<file path="src/rtl/grid_pkg.sv">
// Shared constants for the grid arbiter: default geometry, FSM state encoding
// and the border-cell test used by the clear sweep.
package grid_pkg;

  localparam int GRID_SIZE = 32;
  localparam int ADDR_W    = 10;

  localparam logic [0:0] ST_IDLE  = 1'b0;
  localparam logic [0:0] ST_CLEAR = 1'b1;

  // A cell is on the border when its row or column touches the grid edge.
  function automatic logic is_border(input int unsigned row,
                                     input int unsigned col,
                                     input int unsigned grid);
    logic edge_s;
    if ((row == 32'd0) || (col == 32'd0) ||
        (row == grid - 32'd1) || (col == grid - 32'd1)) begin
      edge_s = 1'b1;
    end else begin
      edge_s = 1'b0;
    end
    return edge_s;
  endfunction

endpackage

</file>
<file path="src/rtl/grid_arbiter_if.sv">
// Bus bundle between the grid arbiter and its clients (VGA reader, game
// logic, clear control). The arbiter uses the slave modport.
interface grid_arbiter_if #(
  parameter int ADDR_W = grid_pkg::ADDR_W
) ();
  logic              vga_rd;
  logic [ADDR_W-1:0] vga_addr;
  logic              vga_rdata;
  logic              vga_rvalid;
  logic              game_req;
  logic              game_we;
  logic [ADDR_W-1:0] game_addr;
  logic              game_wdata;
  logic              game_gnt;
  logic              game_rdata;
  logic              game_rvalid;
  logic              clear_start;
  logic              clear_busy;
  logic              clear_done;

  modport master (
    output vga_rd, vga_addr, game_req, game_we, game_addr, game_wdata, clear_start,
    input  vga_rdata, vga_rvalid, game_gnt, game_rdata, game_rvalid, clear_busy, clear_done
  );

  modport slave (
    input  vga_rd, vga_addr, game_req, game_we, game_addr, game_wdata, clear_start,
    output vga_rdata, vga_rvalid, game_gnt, game_rdata, game_rvalid, clear_busy, clear_done
  );
endinterface

</file>
<file path="src/rtl/grid_ram.sv">
// Single-port 1-bit grid storage with synchronous read (1-cycle latency).
// Contents are deliberately not reset; a clear sweep initialises them.
module grid_ram #(
  parameter int DEPTH  = 1024,
  parameter int ADDR_W = 10
) (
  input  logic              clk,
  input  logic              we,
  input  logic [ADDR_W-1:0] addr,
  input  logic              wdata,
  output logic              rdata
);
  logic mem_r [DEPTH];

  // One access per cycle: optional write, registered read of the old value.
  always_ff @(posedge clk) begin
    if (we) begin
      mem_r[addr] <= wdata;
    end
    rdata <= mem_r[addr];
  end
endmodule

</file>
<file path="src/rtl/grid_arbiter.sv">
// Arbitrates the single-port grid RAM between VGA reads, the clear sweep and
// game-logic accesses (in that priority). Optional macro GRID_ARB_STALL_CNT_EN
// adds a saturating stall_cnt output counting game cycles spent waiting.
module grid_arbiter #(
  parameter int GRID_SIZE = grid_pkg::GRID_SIZE,
  parameter int ADDR_W    = grid_pkg::ADDR_W
) (
  input  logic           clk,
  input  logic           reset,
  grid_arbiter_if.slave  bus
`ifdef GRID_ARB_STALL_CNT_EN
  ,
  output logic [15:0]    stall_cnt
`endif
);
  import grid_pkg::*;

  localparam int                COL_W     = $clog2(GRID_SIZE);
  localparam int                CELLS     = GRID_SIZE * GRID_SIZE;
  localparam logic [ADDR_W-1:0] LAST_ADDR = ADDR_W'(CELLS - 1);

  logic [0:0]        state_r;
  logic [0:0]        state_nxt_s;
  logic [ADDR_W-1:0] cnt_r;
  logic [ADDR_W-1:0] cnt_nxt_s;
  logic [ADDR_W-1:0] clr_addr_s;
  logic [ADDR_W-1:0] ram_addr_s;
  logic              clr_req_s;
  logic              clr_we_s;
  logic              gnt_s;
  logic              ram_we_s;
  logic              ram_wdata_s;
  logic              ram_rdata_s;
  logic              done_nxt_s;
  logic              vga_rvalid_r;
  logic              game_rvalid_r;
  logic              clear_done_r;

  // Request arbitration; clear_start itself claims the cycle so the sweep
  // writes address 0 in the start cycle.
  always_comb begin
    clr_req_s  = 1'b0;
    clr_addr_s = {ADDR_W{1'b0}};
    clr_we_s   = 1'b0;
    gnt_s      = 1'b0;
    if (reset) begin
      clr_req_s = 1'b0;
    end else begin
      clr_req_s  = (state_r == ST_CLEAR) | bus.clear_start;
      clr_addr_s = bus.clear_start ? {ADDR_W{1'b0}} : cnt_r;
      clr_we_s   = clr_req_s & ~bus.vga_rd;
      gnt_s      = bus.game_req & ~bus.vga_rd & ~clr_req_s;
    end
  end

  // RAM port mux following the arbitration result.
  always_comb begin
    ram_addr_s  = bus.vga_addr;
    ram_we_s    = 1'b0;
    ram_wdata_s = 1'b0;
    if (bus.vga_rd) begin
      ram_addr_s = bus.vga_addr;
    end else if (clr_we_s) begin
      ram_addr_s  = clr_addr_s;
      ram_we_s    = 1'b1;
      ram_wdata_s = is_border(32'(clr_addr_s[ADDR_W-1:COL_W]),
                              32'(clr_addr_s[COL_W-1:0]),
                              32'(GRID_SIZE));
    end else if (gnt_s) begin
      ram_addr_s  = bus.game_addr;
      ram_we_s    = bus.game_we;
      ram_wdata_s = bus.game_wdata;
    end else begin
      ram_addr_s = bus.vga_addr;
    end
  end

  // Sweep FSM: a VGA-stolen cycle holds the current address instead of skipping it.
  always_comb begin
    state_nxt_s = state_r;
    cnt_nxt_s   = cnt_r;
    done_nxt_s  = 1'b0;
    if (clr_req_s) begin
      if (clr_we_s) begin
        if (clr_addr_s == LAST_ADDR) begin
          state_nxt_s = ST_IDLE;
          cnt_nxt_s   = {ADDR_W{1'b0}};
          done_nxt_s  = 1'b1;
        end else begin
          state_nxt_s = ST_CLEAR;
          cnt_nxt_s   = clr_addr_s + {{(ADDR_W-1){1'b0}}, 1'b1};
        end
      end else begin
        state_nxt_s = ST_CLEAR;
        cnt_nxt_s   = clr_addr_s;
      end
    end else begin
      state_nxt_s = state_r;
    end
  end

  // State, counter and read-valid registers.
  always_ff @(posedge clk) begin
    if (reset) begin
      state_r       <= ST_IDLE;
      cnt_r         <= {ADDR_W{1'b0}};
      vga_rvalid_r  <= 1'b0;
      game_rvalid_r <= 1'b0;
      clear_done_r  <= 1'b0;
    end else begin
      state_r       <= state_nxt_s;
      cnt_r         <= cnt_nxt_s;
      vga_rvalid_r  <= bus.vga_rd;
      game_rvalid_r <= gnt_s & ~bus.game_we;
      clear_done_r  <= done_nxt_s;
    end
  end

  grid_ram #(
    .DEPTH  (CELLS),
    .ADDR_W (ADDR_W)
  ) u_ram (
    .clk   (clk),
    .we    (ram_we_s),
    .addr  (ram_addr_s),
    .wdata (ram_wdata_s),
    .rdata (ram_rdata_s)
  );

  assign bus.vga_rvalid  = vga_rvalid_r;
  assign bus.vga_rdata   = vga_rvalid_r & ram_rdata_s;
  assign bus.game_rvalid = game_rvalid_r;
  assign bus.game_rdata  = game_rvalid_r & ram_rdata_s;
  assign bus.game_gnt    = gnt_s;
  assign bus.clear_busy  = (state_r == ST_CLEAR);
  assign bus.clear_done  = clear_done_r;

`ifdef GRID_ARB_STALL_CNT_EN
  logic [15:0] stall_cnt_r;

  // Saturating count of cycles where the game request waits.
  always_ff @(posedge clk) begin
    if (reset) begin
      stall_cnt_r <= 16'd0;
    end else if (bus.game_req && !gnt_s && (stall_cnt_r != 16'hFFFF)) begin
      stall_cnt_r <= stall_cnt_r + 16'd1;
    end else begin
      stall_cnt_r <= stall_cnt_r;
    end
  end

  assign stall_cnt = stall_cnt_r;
`endif

endmodule

</file>
<file path="src/flat_wrapper.sv">
// flat-port wrapper written by rule: the top's interface ports become plain ports
module grid_arbiter_flat import grid_pkg::*;
#(
  parameter int GRID_SIZE = grid_pkg::GRID_SIZE,
  parameter int ADDR_W    = grid_pkg::ADDR_W
)
  (clk, reset, bus_vga_rd, bus_vga_addr, bus_game_req, bus_game_we, bus_game_addr, bus_game_wdata, bus_clear_start, bus_vga_rdata, bus_vga_rvalid, bus_game_gnt, bus_game_rdata, bus_game_rvalid, bus_clear_busy, bus_clear_done);
  grid_arbiter_if #(.ADDR_W(ADDR_W)) bus_i ();
  input  logic clk;
  input  logic reset;
  input wire logic [$bits(bus_i.vga_rd)-1:0] bus_vga_rd;
  input wire logic [$bits(bus_i.vga_addr)-1:0] bus_vga_addr;
  input wire logic [$bits(bus_i.game_req)-1:0] bus_game_req;
  input wire logic [$bits(bus_i.game_we)-1:0] bus_game_we;
  input wire logic [$bits(bus_i.game_addr)-1:0] bus_game_addr;
  input wire logic [$bits(bus_i.game_wdata)-1:0] bus_game_wdata;
  input wire logic [$bits(bus_i.clear_start)-1:0] bus_clear_start;
  output wire logic [$bits(bus_i.vga_rdata)-1:0] bus_vga_rdata;
  output wire logic [$bits(bus_i.vga_rvalid)-1:0] bus_vga_rvalid;
  output wire logic [$bits(bus_i.game_gnt)-1:0] bus_game_gnt;
  output wire logic [$bits(bus_i.game_rdata)-1:0] bus_game_rdata;
  output wire logic [$bits(bus_i.game_rvalid)-1:0] bus_game_rvalid;
  output wire logic [$bits(bus_i.clear_busy)-1:0] bus_clear_busy;
  output wire logic [$bits(bus_i.clear_done)-1:0] bus_clear_done;
  assign bus_i.vga_rd = bus_vga_rd;
  assign bus_i.vga_addr = bus_vga_addr;
  assign bus_i.game_req = bus_game_req;
  assign bus_i.game_we = bus_game_we;
  assign bus_i.game_addr = bus_game_addr;
  assign bus_i.game_wdata = bus_game_wdata;
  assign bus_i.clear_start = bus_clear_start;
  assign bus_vga_rdata = bus_i.vga_rdata;
  assign bus_vga_rvalid = bus_i.vga_rvalid;
  assign bus_game_gnt = bus_i.game_gnt;
  assign bus_game_rdata = bus_i.game_rdata;
  assign bus_game_rvalid = bus_i.game_rvalid;
  assign bus_clear_busy = bus_i.clear_busy;
  assign bus_clear_done = bus_i.clear_done;
  grid_arbiter #(.GRID_SIZE(GRID_SIZE), .ADDR_W(ADDR_W)) u_core (.clk(clk), .reset(reset), .bus(bus_i));
endmodule
</file>
<file path="config.mk">
export PLATFORM = sky130hd
export DESIGN_NAME = grid_arbiter_flat
export DESIGN_NICKNAME = d
export VERILOG_FILES = /design/src/rtl/grid_pkg.sv /design/src/rtl/grid_arbiter_if.sv /design/src/rtl/grid_ram.sv /design/src/rtl/grid_arbiter.sv /design/src/flat_wrapper.sv
export SDC_FILE = /design/constraint.sdc
export NUM_CORES = 2
export LEC_CHECK = 0
export ABC_CLOCK_PERIOD_IN_PS = 150200
export CAP_MARGIN = 0
export CORE_MARGIN = 2
export CORE_UTILIZATION = 40
export CTS_CLUSTER_DIAMETER = 150
export DETAILED_ROUTE_END_ITERATION = 8
export PLACE_DENSITY = 0.64
export SLEW_MARGIN = 20
export SYNTH_ARGS = -nofsm -noshare
export SYNTH_HDL_FRONTEND = slang
export SYNTH_SLANG_ARGS = --single-unit
</file>
<file path="constraint.sdc">
create_clock -name clk -period 150.2 [get_ports clk]
set_clock_uncertainty 0.15 [all_clocks]
set_input_delay 45.06 -clock clk [delete_from_list [all_inputs] [get_ports clk]]
set_output_delay 45.06 -clock clk [all_outputs]
set_load 0.01 [all_outputs]
</file>
==> flow_summary_export.csv <==
group,metric,value,unit
layout,num_antenna_cells,0,
synthesis,synth_top_cell_by_area,"edfxtp_1",
placed_design,place.detailed.hpwl,71000,µm
synthesis,yosys.area_share.simple,17.5,%
synthesis,synth-seq-area-share,67.9,%
clock_tree,cts_buffer_depth,3,
critical_path,worst_ep_required_time,104990,ps
min_path,hold_class,"reg2reg",
clock_tree,cts-resized-gates,0,
critical_path,cp_slowest_cell,"clkdlybuf4s50_1",
pwr,power.share.switching,23.8,%
critical_path,startpoint_type,"primary input",
route,detail_route.vias_per_cell,5.80,
clock_tree,cts_num_sinks,1039,
clock_tree,clock_tree.root_cell,"clkbuf_16",
synthesis,synthAdderAreaFrac,0.0821,%
pwr,power.total,0.620,mW
clock_tree,cts_buffers,106,
route,drt-wirelength-per-cell,24.8,µm
critical_path,crit_path_end_kind,"output pin",
layout,number_of_fill_cells_in_the_layout,10500,
clock_tree,cts.hold.buffers_added,0,
global_route,grt_use_total,22.6,%
pwr,comb_power_share,8.1,%
global_route,grt_pass1_wl,195000,µm
timing,final_number_of_max_transition_violations,0,
global_route,antenna_violations_before_repair,3,
timing,totalNegativeSetupSlack,0,ps
route,drt_wl_total,136000,µm
route,drt-pass1-iter-count,5,
floorplan,ioPinCount,34,
synthesis,synthesized_netlist_net_count,4035,
pwr,power_leakage,15.9,nW
synthesis,synth_top_cell_area_share,67.2,%
layout,finalNetCount,3909,
timing,worst_slew_pin_slew,1210,ps
pwr,power.density_cell_area,12.3,nW/µm²
synthesis,netlist_instances,4005,
synthesis,synth-edff-count,1024,
global_route,grt_busiest_layer,"met2",
layout,layout_common_cells,"1066 x nor2_1, 1024 x edfxtp_1, 541 x nand2_1",
clock_tree,cts_post_setup_buffers_inserted,0,
layout,layout.cells.most_common,"nor2_1",
critical_path,cp_num_buf_inv,3,
global_route,grt-ovfl-total,0,
synthesis,post_synth_xor_area_fraction,0.0575,%
placed_design,pre_cts_slack,57560,ps
timing,rsz0062_at_grt,"no",
floorplan,die_x,342,µm
timing,slew-limit-headroom,19.2,%
synthesis,postSynth.asyncResetShare,0,%
clock_tree,tritoncts,"built",
pwr,switching_power,0.147,mW
pwr,max-vdd-ir-drop,0.00955,mV
clock_tree,cts.htree.levels,3,
clock_tree,clkLatencyLatePin,680,ps
pwr,cell_internal_pwr,0.473,mW
synthesis,avgSynthCellArea,11.4,µm²
placed_design,portBuffers,33,
pwr,seq_power_share,51.5,%
timing,final_min_period_over_clock_period,61.7,%
critical_path,cp_common_cell,"clkdlybuf4s50_1",
layout,p_r_area_growth_vs_syn,10.7,%
timing,setup_viol_count_final,0,
floorplan,floorplan.die.height,342,µm
route,num_vias,31700,
floorplan,design.die.area,117000,µm²
synthesis,largest_family_of_logic_cells_by_synthesized_area,"simple AND/OR/NAND/NOR gates",
route,detail-route-antenna-nets,0,
timing,post_layout_min_period,92660,ps
layout,layout-drive-gt1-share,7.57,%
synthesis,ys_ff_latch,1039,
timing,timing.fmax,10.8,MHz
critical_path,crit_fanout,22,
timing,hold_violations,0,
global_route,met2_usage,35.8,%
layout,finalInstanceArea,50600,µm²
synthesis,synthesis.yosys.warnings,0,
critical_path,cp_top_family,"buffers and inverters",
clock_tree,cts_clock_pin_slew_for_the_worst_setup_and_hold_paths,60,ps
placed_design,placement.cell_area,47300,µm²
synthesis,synth.top_cells.by_area,"edfxtp_1 67%, nor2_1 8.8%, mux2i_1 5.3%, nand2_1 4.9%, clkbuf_1 1.8%",
synthesis,synth_compound_area_share,5.78,%
synthesis,yosys.cell_types.count,75,
critical_path,critical-path-max-stage-delay,800,ps
route,detailedRoute.firstIterationViolations,4173,
synthesis,synth_area,45700,µm²
synthesis,ys_dominant_reg_cell,"edfxtp_1",
global_route,largest_net_degree_at_the_start_of_global_routing,257,
floorplan,core_area,114000,µm²
critical_path,worstPathCellList,"clkdlybuf4s50_1 -> nor2_2 -> nand3_1 -> inv_1 -> clkdlybuf4s50_1",
status,status,"finished, final reports clean",
pwr,power.clock.fraction,40.4,%
floorplan,floorplan.rows,124,
route,drt_drc,0,
timing,final_critical_path_setup_slack,57540,ps
critical_path,setup.worst_path.class,"in2out",
global_route,first_global_vias,29400,
synthesis,muxShareOfSynthArea,5.37,%
global_route,global_route.usage.met1,30.9,%
global_route,use_met3,3.94,%
floorplan,initial_core_util,40.2,%
critical_path,cp_data_arrival_time,47450,ps
placed_design,finalWeightedCongestion,0.836,
run,maxCapViolations,0,
-- path summary, 6_finish.rpt --
| check | cells past startpoint | from | end | slack [ps] |
|---|---|---|---|---|
| min reg2reg | 2 | u_core.cnt_r[1] | u_core.cnt_r[1] | 370 |
| min | 2 | u_core.cnt_r[1] | u_core.cnt_r[1] | 370 |
| max | 5 | reset | bus_game_gnt | 57540 |
| max reg2reg | 13 | u_core.bus.clear_busy | u_core.u_ram.rdata | 143500 |
-- metrics by stage --
stage               hold slack, ps  util, %  cells
detailed placement             357     41.5   5282
global placement               364     41.5   5282
floorplan                      300        -   4005
finish                         371     44.4   5474
CTS                            365     44.4   5473
global route                   383     44.4   5474
-- worst min-delay path, stage by stage (launching register included) --
cell and delay, ps:
dfxtp_1 340, nand2_1 70, a21oi_1 60
-- cell type report --
class	count	area [µm²]	area share (%)
flip-flops and latches	1039	31000	61.4
repair buffers	117	1050	2.08
clock buffers	131	2770	5.47
clock inverters	60	469	0.927
well taps	1512	1890	3.74
inverters	10	37.5	0.0742
multi-input cells	2605	13300	26.4
-- sequential cells by signal (all words and copies together), names as in the netlist --
register                cells
u_core.u_ram.mem_r       1024
u_core.bus.vga_rvalid       1
u_core.u_ram.rdata          1
u_core.cnt_r               10
u_core.bus.clear_done       1
u_core.bus.clear_busy       1
u_core.bus.game_rvalid      1
-- cell usage after synthesis, drive strengths merged (4+ instances only) --
cell type / number
o32ai: 5
a311oi: 39
nand4: 24
o211ai: 4
or4: 5
inv: 10
mux2i: 243
edfxtp: 1024
nor4: 38
nor2b: 6
a21oi: 94
nand3: 114
and2: 12
nor3: 20
a32oi: 6
o21ai: 17
clkbuf: 215
a31oi: 46
o22ai: 118
nor2: 1070
a211oi: 14
dfxtp: 15
and3: 51
or3: 4
nand2: 594
a32o: 6
o22a: 5
nor4b: 4
o221ai: 8
buf: 136
nor3b: 6
-- metal layers --
metal	vias to the layer above	routed length [µm]
li1	13900	-
met1	15800	52500
met2	1627	62800
met3	358	14500
met4	0	5890
met5	-	0
-- power by group through the flow --
stage               clock [mW]  combinational [mW]  sequential, mW
finish                   0.251              0.0502           0.319
global route             0.264              0.0530           0.319
CTS                      0.254              0.0490           0.319
detailed placement           0              0.0489           0.326
global placement             0              0.0485           0.325
floorplan                    0              0.0313           0.334
-- cell families (layout without fill, tap and decap cells) --
| logic type | Yosys count | count (layout) |
|---|---|---|
| and+or+nand+nor | 1957 | 1957 |
| DFF | 1039 | 1039 |
| AOI/OAI and AO/OA | 397 | 397 |
| buffers and inverters | 361 | 318 |
| muxes | 245 | 245 |
| adders and majority gates | 3 | 3 |
| xor gates and xnor gates | 3 | 3 |
(Power assumes the default switching activity.)
